===== src/rtl/audio_recorder.sv =====
// Record engine: captures codec samples and writes them as consecutive words
// into the selected SDRAM chunk over an Avalon-MM style write port.
module audio_recorder #(
    parameter int          ADDR_W    = 23,
    parameter int          DATA_W    = 16,
    parameter int unsigned MAX_WORDS = 32'h100000
) (
    input  logic              i_clk,
    input  logic              i_rst_n,
    input  logic              record_start,
    input  logic [ADDR_W-1:0] record_select,
    input  logic              record_pause,
    input  logic              record_stop,
    output logic              record_done,
    input  logic              adc_valid,
    input  logic [DATA_W-1:0] adc_data,
    output logic [ADDR_W-1:0] mem_addr,
    output logic [DATA_W-1:0] mem_wdata,
    output logic              mem_write,
    input  logic              mem_waitrequest,
    output logic [ADDR_W-1:0] record_length,
    output logic              overrun
);

    typedef enum logic [2:0] {
        IDLE, WAIT_SAMPLE, WRITE, PAUSED, DONE, RELEASE
    } state_t;

    // One extra bit so a capacity equal to the full address space still compares.
    localparam logic [ADDR_W:0] MAX_W = (ADDR_W+1)'(MAX_WORDS);

    state_t            state_q, state_d;
    logic [ADDR_W-1:0] base_q, base_d;
    logic [ADDR_W-1:0] count_q, count_d;
    logic [ADDR_W-1:0] addr_q, addr_d;
    logic [DATA_W-1:0] wdata_q, wdata_d;
    logic              stop_q, stop_d;
    logic              ovr_q, ovr_d;
    logic [ADDR_W:0]   count_inc;

    assign count_inc = {1'b0, count_q} + 1'b1;

    always_ff @(posedge i_clk or negedge i_rst_n) begin
        if (!i_rst_n) begin
            state_q <= IDLE;
            base_q  <= '0;
            count_q <= '0;
            addr_q  <= '0;
            wdata_q <= '0;
            stop_q  <= 1'b0;
            ovr_q   <= 1'b0;
        end else begin
            state_q <= state_d;
            base_q  <= base_d;
            count_q <= count_d;
            addr_q  <= addr_d;
            wdata_q <= wdata_d;
            stop_q  <= stop_d;
            ovr_q   <= ovr_d;
        end
    end

    always_comb begin
        state_d = state_q;
        base_d  = base_q;
        count_d = count_q;
        addr_d  = addr_q;
        wdata_d = wdata_q;
        stop_d  = stop_q;
        ovr_d   = ovr_q;
        case (state_q)
            IDLE: begin
                if (record_start) begin
                    base_d  = record_select;
                    count_d = '0;
                    ovr_d   = 1'b0;
                    state_d = WAIT_SAMPLE;
                end
            end
            WAIT_SAMPLE: begin
                if (record_stop) begin
                    state_d = DONE;
                end else if (record_pause) begin
                    state_d = PAUSED;
                end else if (adc_valid) begin
                    wdata_d = adc_data;
                    addr_d  = base_q + count_q;
                    state_d = WRITE;
                end else if (!record_start) begin
                    state_d = IDLE;
                end
            end
            WRITE: begin
                // A write in flight always completes; stop is remembered until then.
                if (adc_valid)   ovr_d  = 1'b1;
                if (record_stop) stop_d = 1'b1;
                if (!mem_waitrequest) begin
                    count_d = count_inc[ADDR_W-1:0];
                    stop_d  = 1'b0;
                    if (count_inc == MAX_W || stop_q || record_stop)
                        state_d = DONE;
                    else
                        state_d = WAIT_SAMPLE;
                end
            end
            PAUSED: begin
                if (record_stop)        state_d = DONE;
                else if (!record_pause) state_d = WAIT_SAMPLE;
            end
            DONE:    state_d = RELEASE;
            RELEASE: if (!record_start) state_d = IDLE;
            default: state_d = IDLE;
        endcase
    end

    assign mem_write     = (state_q == WRITE);
    assign record_done   = (state_q == DONE);
    assign mem_addr      = addr_q;
    assign mem_wdata     = wdata_q;
    assign record_length = count_q;
    assign overrun       = ovr_q;

endmodule


===== config.mk =====
export PLATFORM = sky130hd
export DESIGN_NAME = audio_recorder
export DESIGN_NICKNAME = d
export VERILOG_FILES = /design/src/rtl/audio_recorder.sv
export SDC_FILE = /design/constraint.sdc
export NUM_CORES = 1
export LEC_CHECK = 0
export ABC_AREA = 0
export ABC_CLOCK_PERIOD_IN_PS = 3800
export CORE_MARGIN = 1.5
export CORE_UTILIZATION = 40
export CTS_CLUSTER_DIAMETER = 40
export DETAILED_ROUTE_END_ITERATION = 6
export PLACE_DENSITY = 0.7
export SETUP_SLACK_MARGIN = 0.15
export SYNTH_ARGS = -nofsm -noshare
export SYNTH_HDL_FRONTEND = slang
export SYNTH_SLANG_ARGS = --single-unit

===== constraint.sdc =====
create_clock -name i_clk -period 3.8 [get_ports i_clk]
set_input_delay 0.76 -clock i_clk [delete_from_list [all_inputs] [get_ports i_clk]]
set_output_delay 0.76 -clock i_clk [all_outputs]
set_load 0.01 [all_outputs]

# Word-level counts from Yosys, hierarchy flattened
# Cells that the tools add are included.
[word_totals]
regBits = 90
input_bits = 46
out_inout_bits = 65
word_cells = 50
[classes]
add_sub_neg = 2
eq_ne = 11
n_mux = 18
bitwise = 2
reduce_logical = 10
[op_table]
columns = ["cell", "count"]
rows = [
  ["$mux W23", 2],
  ["$pmux W23 S2", 1],
  ["$mux W3", 9],
  ["$add A23 B1 Y24 const B", 1],
  ["$eq A24 B21 Y1 const B", 1],
  ["$add A23 B23 Y23", 1],
  ["$pmux W3 S6", 1],
  ["$reduce_and A3 Y1", 3],
  ["$ne A2 B2 Y1 const B", 4],
  ["$eq A3 B2 Y1 const B", 2],
  ["$eq A3 B3 Y1 const B", 2],
  ["$mux W1", 4],
  ["$reduce_and A2 Y1", 2],
  ["$reduce_and A4 Y1", 1],
  ["$eq A3 B1 Y1 const B", 1],
  ["$logic_not A3 Y1", 1],
  ["$ne A3 B3 Y1 const B", 1],
  ["$logic_or A1 B1 Y1", 2],
  ["$not A1 Y1", 2],
  ["$pmux W1 S2", 1],
  ["$reduce_bool A2 Y1", 1],
]

# Longest topological paths before layout
# Gate-level depths: netlist of run 1.
[depth]
depth_word = 7
depth_mapped = 10
depth_no_buf = 10

# Least setup slack after synthesis of run 1
# Ideal clock, no wire load.
[synth_timing]
path_kind = "reg-to-reg"
start = "reg count_q[0] (netlist: record_length[0])"
end = "reg addr_q[18] (netlist: mem_addr[18])"
setup_ns = 0.082
arrival_ns = 2.606
t_required_ns = 3.718
path_slack_ns = 1.112
path_stages_with_launch = 11
n_path_buf = 0
synth_period_minus_slack_ns = 2.688
cell_sequence = "dfrtp_1 ha_1 inv_1 fa_1 nor2b_1 o2111ai_1 a2111oi_2 nor2_1 o21a_1 or3_1 a31oi_1"
[synth_via]
elab_chain_cells = 1
[synth_rtl]
columns = ["item", "line", "source"]
rows = [
  ["start: declaration", "34", "logic [ADDR_W-1:0] count_q, count_d;"],
  ["start signal: assignment", "55", "count_q <= count_d;"],
  ["$add A23 B23 Y23", "87", "addr_d = base_q + count_q;"],
  ["end signal: assignment", "56", "addr_q <= addr_d;"],
  ["end: declaration", "35", "logic [ADDR_W-1:0] addr_q, addr_d;"],
]
# No other way between the ends.
# A chain may end at the register's enable or synchronous reset.

# Worst setup path in the final report of run 1
# Ends and elaborated chain as after synthesis.

==> flow_metrics.py, run 1 <==
metrics = {
    "status": {
        "status": "finished, final reports clean",
    },
    "job": {
        "drv_cap": 0,
    },
    "global_route": {
        "grt_max_degree": 46,
        "grtUsageTotal_pct": 19.93,
        "grt_pass1_vias": 4245,
        "antenna_found_initial": 0,
        "grt-ovfl-total": 0,
        "grt_pass1_wl_um": 21220,
    },
    "floorplanning": {
        "dieArea_um2": 13750,
        "ios": 111,
        "die_h_um": 117.3,
        "die_x_um": 117.3,
        "core_um2": 12670,
        "start_util_pct": 41.22,
        "rows": 41,
    },
    "setup_path": {
        "crit_slowest_cell": "dfrtp_1",
        "r2r_slack_ps": 770,
        "timing.rr.start": "record_length[0]$_DFFE_PN0P_",
        "rr_worst_depth": 10,
        "startpoint": "record_length[0]$_DFFE_PN0P_",
        "cp.arrival_ps": 3290,
        "crit_type": "reg -> reg",
        "start_kind": "register",
        "critPathRequiredTime_ps": 4060,
        "crit_path_max_fanout": 9,
        "path_delay_family": "compound AO/OA/AOI/OAI gates",
        "end_kind": "register",
        "max_stage_delay_ps": 530,
        "r2r-end": "mem_addr[18]$_DFFE_PN0P_",
        "critPathBufInv": 1,
        "crit_end": "mem_addr[18]$_DFFE_PN0P_",
        "path_cells": "ha_1, inv_1, fa_1, nor2b_1, o2111ai_1, a2111oi_2, nor2_1, o21a_1, or3_1, a31oi_1",
        "path_depth": 10,
    },
    "power_and_ir_drop": {
        "switching_share_pct": 33.57,
        "p_leak_nw": 2.902,
        "p_int_w": 0.002761,
        "combPwrFrac_pct": 39.7,
        "powerDensity_nw_per_um2": 612.7,
        "p_seq_share_pct": 37.0,
        "peakVddDrop_v": 0.0002049,
        "clock_power_share_pct": 23.3,
        "switching_power_w": 0.001395,
    },
    "sta": {
        "setup_tns_ps": 0,
        "skew_ps": 10.22,
        "period_share_pct": 79.80,
        "setup_ws_ps": 767.5,
        "fmax_ghz": 0.3298,
        "worst_pin_slew_ps": 908.5,
        "final_max_slew_viol_count": 0,
        "final-hold-violation-count": 0,
        "period_needed_ps": 3033,
        "grt_setup_unrepaired": "false",
        "setup_viol": 0,
        "slew_headroom_pct": 39.44,
    },
    "min_path": {
        "hold_path.class": "in -> async",
    },
    "clock_network": {
        "cts_tree": "yes",
        "clock_sinks": 90,
        "cts-buffers-inserted": 9,
        "cts.htree.levels": 3,
        "root_buffer": "clkbuf_16",
        "cts_buffer_depth": 2,
        "cts_resized": 0,
        "clk_pin_slew_worst_paths_ps": 70,
        "post-cts-setup-buffers": 0,
        "worstSkewPairLatency_ps": 350,
        "cts_hold_buf": 0,
    },
    "route": {
        "vias": 4541,
        "drtIter0Drc": 226,
        "via_per_inst": 5.361,
        "routedWlPerCell_um": 15.61,
        "drc": 0,
        "wirelength_um": 13220,
        "drt-pass1-iter-count": 4,
        "ant_nets": 0,
    },
    "place": {
        "hpwl_um": 9779,
        "pre_cts_ws_ps": 660.9,
        "io_buffers": 110,
        "routabilityCongestion": 0.9343,
    },
    "final_layout": {
        "area_delta_synth_final_pct": 29.85,
        "mostFrequentLayoutCell": "clkdlybuf4s50_1",
        "mostFrequentLayoutCells": "clkdlybuf4s50_1 (109), nand2_1 (103), dfrtp_1 (90), o21ai_0 (67), nor2_1 (29)",
        "n_fill_cell": 1174,
        "antenna_cells": 0,
        "layout-drive-gt1-share_pct": 10.07,
        "nets": 740,
    },
    "logic_synthesis": {
        "synth_cell_types": 64,
        "yosys_warnings": 0,
        "synth_ff_type": "dfrtp_1",
        "ys_ff_latch": 90,
        "syn_nets": 639,
        "synthCells": 569,
        "synth_edf_count": 0,
        "synth_seq_area_share_pct": 43.12,
        "synth_async_sr_flop_share_pct": 100.0,
        "netlist_area_um2": 5223,
        "avgSynthCellArea_um2": 9.178,
    },
}
-- synthesized netlist by cell type (4+ instances only) --
| library cell | number | area share (%) |
|---|---|---|
| clkbuf_1 | 18 | 1.3 |
| nand2_1 | 103 | 7.4 |
| inv_1 | 14 | 1.0 |
| nand3_1 | 18 | 1.7 |
| a31oi_1 | 9 | 1.1 |
| nor3_1 | 12 | 1.2 |
| a21o_1 | 5 | 0.72 |
| o21ai_0 | 67 | 6.4 |
| a21oi_1 | 28 | 2.7 |
| a211oi_1 | 9 | 1.3 |
| xor2_1 | 9 | 1.5 |
| o211ai_1 | 5 | 0.72 |
| mux2_2 | 23 | 5.0 |
| nor2b_1 | 4 | 0.48 |
| xnor2_1 | 13 | 2.2 |
| ha_1 | 23 | 5.5 |
| nand2b_1 | 5 | 0.60 |
| nand4_1 | 7 | 0.84 |
| buf_4 | 4 | 0.58 |
| nor4_1 | 4 | 0.48 |
| and3_1 | 5 | 0.60 |
| o41ai_1 | 4 | 0.67 |
| or3_1 | 4 | 0.48 |
| nor2_1 | 29 | 2.1 |
| dfrtp_1 | 90 | 43 |
-- power by group through the flow --
| stage | combinational, W | sequential (W) | clock (W) |
|---|---|---|---|
| 5_1_grt | 0.00183 | 0.00159 | 0.00103 |
| 6_report | 0.00165 | 0.00154 | 0.000967 |
| 2_1_floorplan | 0.000905 | 0.00158 | 0 |
| 3_3_place_gp | 0.00161 | 0.00155 | 0 |
| 4_1_cts | 0.00166 | 0.00154 | 0.000979 |
| 3_5_place_dp | 0.00165 | 0.00156 | 0 |
-- registers in the layout (all words and copies together), names as in the netlist --
name / cells
base_q: 23
mem_addr: 23
mem_wdata: 16
state_q: 3
overrun: 1
stop_q: 1
record_length: 23
-- worst min-delay path by stage --
stage / to / slack [ps] / depth (start not counted)
floorplan: base_q[0]$_DFFE_PN0P_ / 460 / 0
global placement: mem_wdata[15]$_DFFE_PN0P_ / 460 / 2
detailed placement: mem_wdata[14]$_DFFE_PN0P_ / 460 / 2
CTS: record_length[2]$_DFFE_PN0P_ / 210 / 1
global route: record_length[2]$_DFFE_PN0P_ / 210 / 1
finish: record_length[2]$_DFFE_PN0P_ / 210 / 1
-- kinds of logic after synthesis --
kind of cell	count (synthesis)	share of synthesized area, %
fa+ha+maj	24	5.894
buf+inv	42	3.905
simple gates	212	19.88
flops	90	43.12
compound gates	153	17.97
xor+xnor	22	3.690
mux	26	5.534
-- routing by layer --
layer	global-route usage, %	vias up	wire length [um]
met5	0	-	0
met4	7.871	0	267
met3	2.266	21	520
met2	33.37	115	6476
met1	26.51	2148	5954
li1	-	2257	-
-- stage by stage --
step / power (W) / instances / utilization, % / area [um2] / hold slack [ps]
after floorplan: 0.002489 / 569 / - / 5223 / 463.4
after global placement: 0.003152 / 831 / 50.99 / 6461 / 460.2
after detailed placement: 0.003209 / 831 / 50.99 / 6461 / 462.0
after CTS: 0.004184 / 847 / 53.52 / 6782 / 212.2
after global routing: 0.004446 / 847 / 53.52 / 6782 / 212.6
final: 0.004155 / 847 / 53.52 / 6782 / 213.7
-- final cells by class --
cell class,count,area [um2],area share (%)
inverters,14,52.55,0.7749
repair buffers,118,1159,17.08
flip-flops and latches,90,2252,33.21
clock buffers,11,242.7,3.579
multi-input cells,437,2783,41.03
clock inverters,5,77.57,1.144
well taps,172,215.2,3.173
Power figures use the tool's default switching activity.
==> inputs of run 2 (changes only) <==
--- a/config.mk
+++ b/config.mk
@@ -6,12 +6,12 @@
 export NUM_CORES = 1
 export LEC_CHECK = 0
 export ABC_AREA = 0
-export ABC_CLOCK_PERIOD_IN_PS = 3800
+export ABC_CLOCK_PERIOD_IN_PS = 2700
 export CORE_MARGIN = 1.5
 export CORE_UTILIZATION = 40
 export CTS_CLUSTER_DIAMETER = 40
 export DETAILED_ROUTE_END_ITERATION = 6
-export PLACE_DENSITY = 0.7
+export PLACE_DENSITY = 0.73
 export SETUP_SLACK_MARGIN = 0.15
 export SYNTH_ARGS = -nofsm -noshare
 export SYNTH_HDL_FRONTEND = slang
==> constraint.sdc (replaced) <==
create_clock -name i_clk -period 2.7 [get_ports i_clk]
set_input_delay 0.54 -clock i_clk [delete_from_list [all_inputs] [get_ports i_clk]]
set_output_delay 0.54 -clock i_clk [all_outputs]
set_load 0.01 [all_outputs]
==> flow_metrics.py, run 2 (synthesis gave the netlist of run 1 again) <==
metrics = {
    "clock_network": {
        "worstSkewPairLatency_ps": 340,
        "cts_tree": "yes",
        "root_buffer": "clkbuf_16",
        "cts_buffer_depth": 2,
        "cts_hold_buf": 0,
        "cts-buffers-inserted": 9,
        "clk_pin_slew_worst_paths_ps": 60,
        "cts.htree.levels": 3,
        "clock_sinks": 90,
    },
    "route": {
        "wirelength_um": 14110,
        "via_per_inst": 5.531,
        "vias": 4823,
        "ant_nets": 0,
        "drtIter0Drc": 292,
        "drt-pass1-iter-count": 6,
        "drc": 0,
        "routedWlPerCell_um": 16.18,
    },
    "global_route": {
        "grt-ovfl-total": 0,
        "grt_pass1_vias": 4456,
        "antenna_found_initial": 0,
        "grt_max_degree": 48,
        "grt_pass1_wl_um": 21790,
        "grtUsageTotal_pct": 20.44,
    },
    "status": {
        "status": "finished, final reports clean",
    },
    "power_and_ir_drop": {
        "p_leak_nw": 3.012,
        "peakVddDrop_v": 0.0003539,
        "powerDensity_nw_per_um2": 837.5,
        "power_w": 0.005921,
    },
    "place": {
        "io_buffers": 110,
        "placed_area_um2": 6660,
        "dp_cells": 854,
        "routabilityCongestion": 0.9200,
        "hpwl_um": 10560,
    },
    "setup_path": {
        "cp.arrival_ps": 2750,
        "end_kind": "register",
        "path_cells": "ha_1, a21oi_2, o211ai_1, o211ai_1, nand2_1, a21o_1, a2111oi_1, nor2_1",
        "crit_path_max_fanout": 5,
        "crit_slowest_cell": "dfrtp_1",
        "path_delay_family": "compound AO/OA/AOI/OAI gates",
        "cp_common_cell": "o211ai_1",
        "max_stage_delay_ps": 410,
        "critPathBufInv": 0,
        "critPathRequiredTime_ps": 2920,
        "r2r_slack_ps": 170,
        "crit_type": "reg -> reg",
        "start_kind": "register",
    },
    "final_layout": {
        "mostFrequentLayoutCell": "clkdlybuf4s50_1",
        "mostFrequentLayoutCells": "clkdlybuf4s50_1 (109), nand2_1 (103), dfrtp_1 (85), o21ai_0 (65), buf_4 (35)",
        "stdcell_count": 872,
        "area_delta_synth_final_pct": 35.36,
        "layout-drive-gt1-share_pct": 15.86,
        "final_area_um2": 7069,
        "nets": 766,
        "antenna_cells": 0,
    },
    "sta": {
        "worst_pin_slew_ps": 603.5,
        "period_share_pct": 93.72,
        "fmax_ghz": 0.3952,
        "period_needed_ps": 2530,
        "whs_ps": 207.8,
        "slew_headroom_pct": 59.76,
        "skew_ps": 9.637,
        "setup_viol": 0,
        "grt_setup_unrepaired": "true",
        "final_max_slew_viol_count": 0,
        "final-hold-violation-count": 0,
        "setup_tns_ps": 0,
    },
    "floorplanning": {
        "rows": 41,
        "die_h_um": 117.3,
        "ios": 111,
        "core_um2": 12670,
        "dieArea_um2": 13750,
        "start_util_pct": 41.22,
        "die_x_um": 117.3,
    },
    "min_path": {
        "hold_path.class": "in -> async",
    },
    "job": {
        "drv_cap": 0,
    },
}
## run 2: worst paths after layout
kind / from / cells past startpoint / endpoint
setup / recovery: record_length[7]$_DFFE_PN0P_ / 8 / mem_addr[19]$_DFFE_PN0P_
hold / removal: i_rst_n / 1 / mem_wdata[13]$_DFFE_PN0P_
setup reg to reg: record_length[7]$_DFFE_PN0P_ / 8 / mem_addr[19]$_DFFE_PN0P_
hold reg to reg: mem_wdata[13]$_DFFE_PN0P_ / 2 / mem_wdata[13]$_DFFE_PN0P_
max in group asynchronous: i_rst_n / 2 / record_length[6]$_DFFE_PN0P_
min in group i_clk: mem_wdata[13]$_DFFE_PN0P_ / 2 / mem_wdata[13]$_DFFE_PN0P_
## run 2: power by group
group	total (W)	leakage [nW]	switching [W]	internal [W]
combinational	0.00244	1.73	0.00117	0.00127
sequential	0.00218	1.14	0.000347	0.00184
clock	0.00129	0.147	0.000489	0.000805
## run 2: layout make-up
cell class / count / area (um2)
clock buffers: 12 / 236.5
clock inverters: 3 / 65.06
fillers: 1079 / 5602
inverters: 14 / 52.55
multi-input cells: 437 / 2888
flip-flops and latches: 90 / 2258
well taps: 172 / 215.2
repair buffers: 144 / 1354
## run 2: metrics by stage
stage	util, %	setup WS [ps]
finish	55.79	169.7
global route	55.79	45.36
CTS	55.11	148.4
detailed placement	52.56	103.1
global placement	52.56	134.1
floorplan	-	115.0
## run 2: per-layer routing
metal  global-route usage (%)  wire length, um  vias up
met2                    34.30             6858      187
met5                        0                0        -
met1                    26.34             6114     2300
met4                    9.960              450        0
li1                         -                -     2300
met3                    2.317              682       36
## run 2: repair_timing
item / in CTS / in global routing
resized for setup: 3 / 18
endpoints found under the setup margin: 5 / 12
pin swaps: 1 / 10
endpoints found under the hold margin: 0 / 0
setup buffers: 0 / 3
==> inputs of run 3 (changes only) <==
--- a/config.mk
+++ b/config.mk
@@ -10,6 +10,7 @@
 export CORE_MARGIN = 1.5
 export CORE_UTILIZATION = 40
 export CTS_CLUSTER_DIAMETER = 40
+export CTS_CLUSTER_SIZE = 30
 export DETAILED_ROUTE_END_ITERATION = 6
 export PLACE_DENSITY = 0.73
 export SETUP_SLACK_MARGIN = 0.15
==> results of run 3 <==
The final DEF is identical to that of run 2; final timing and power are the same.
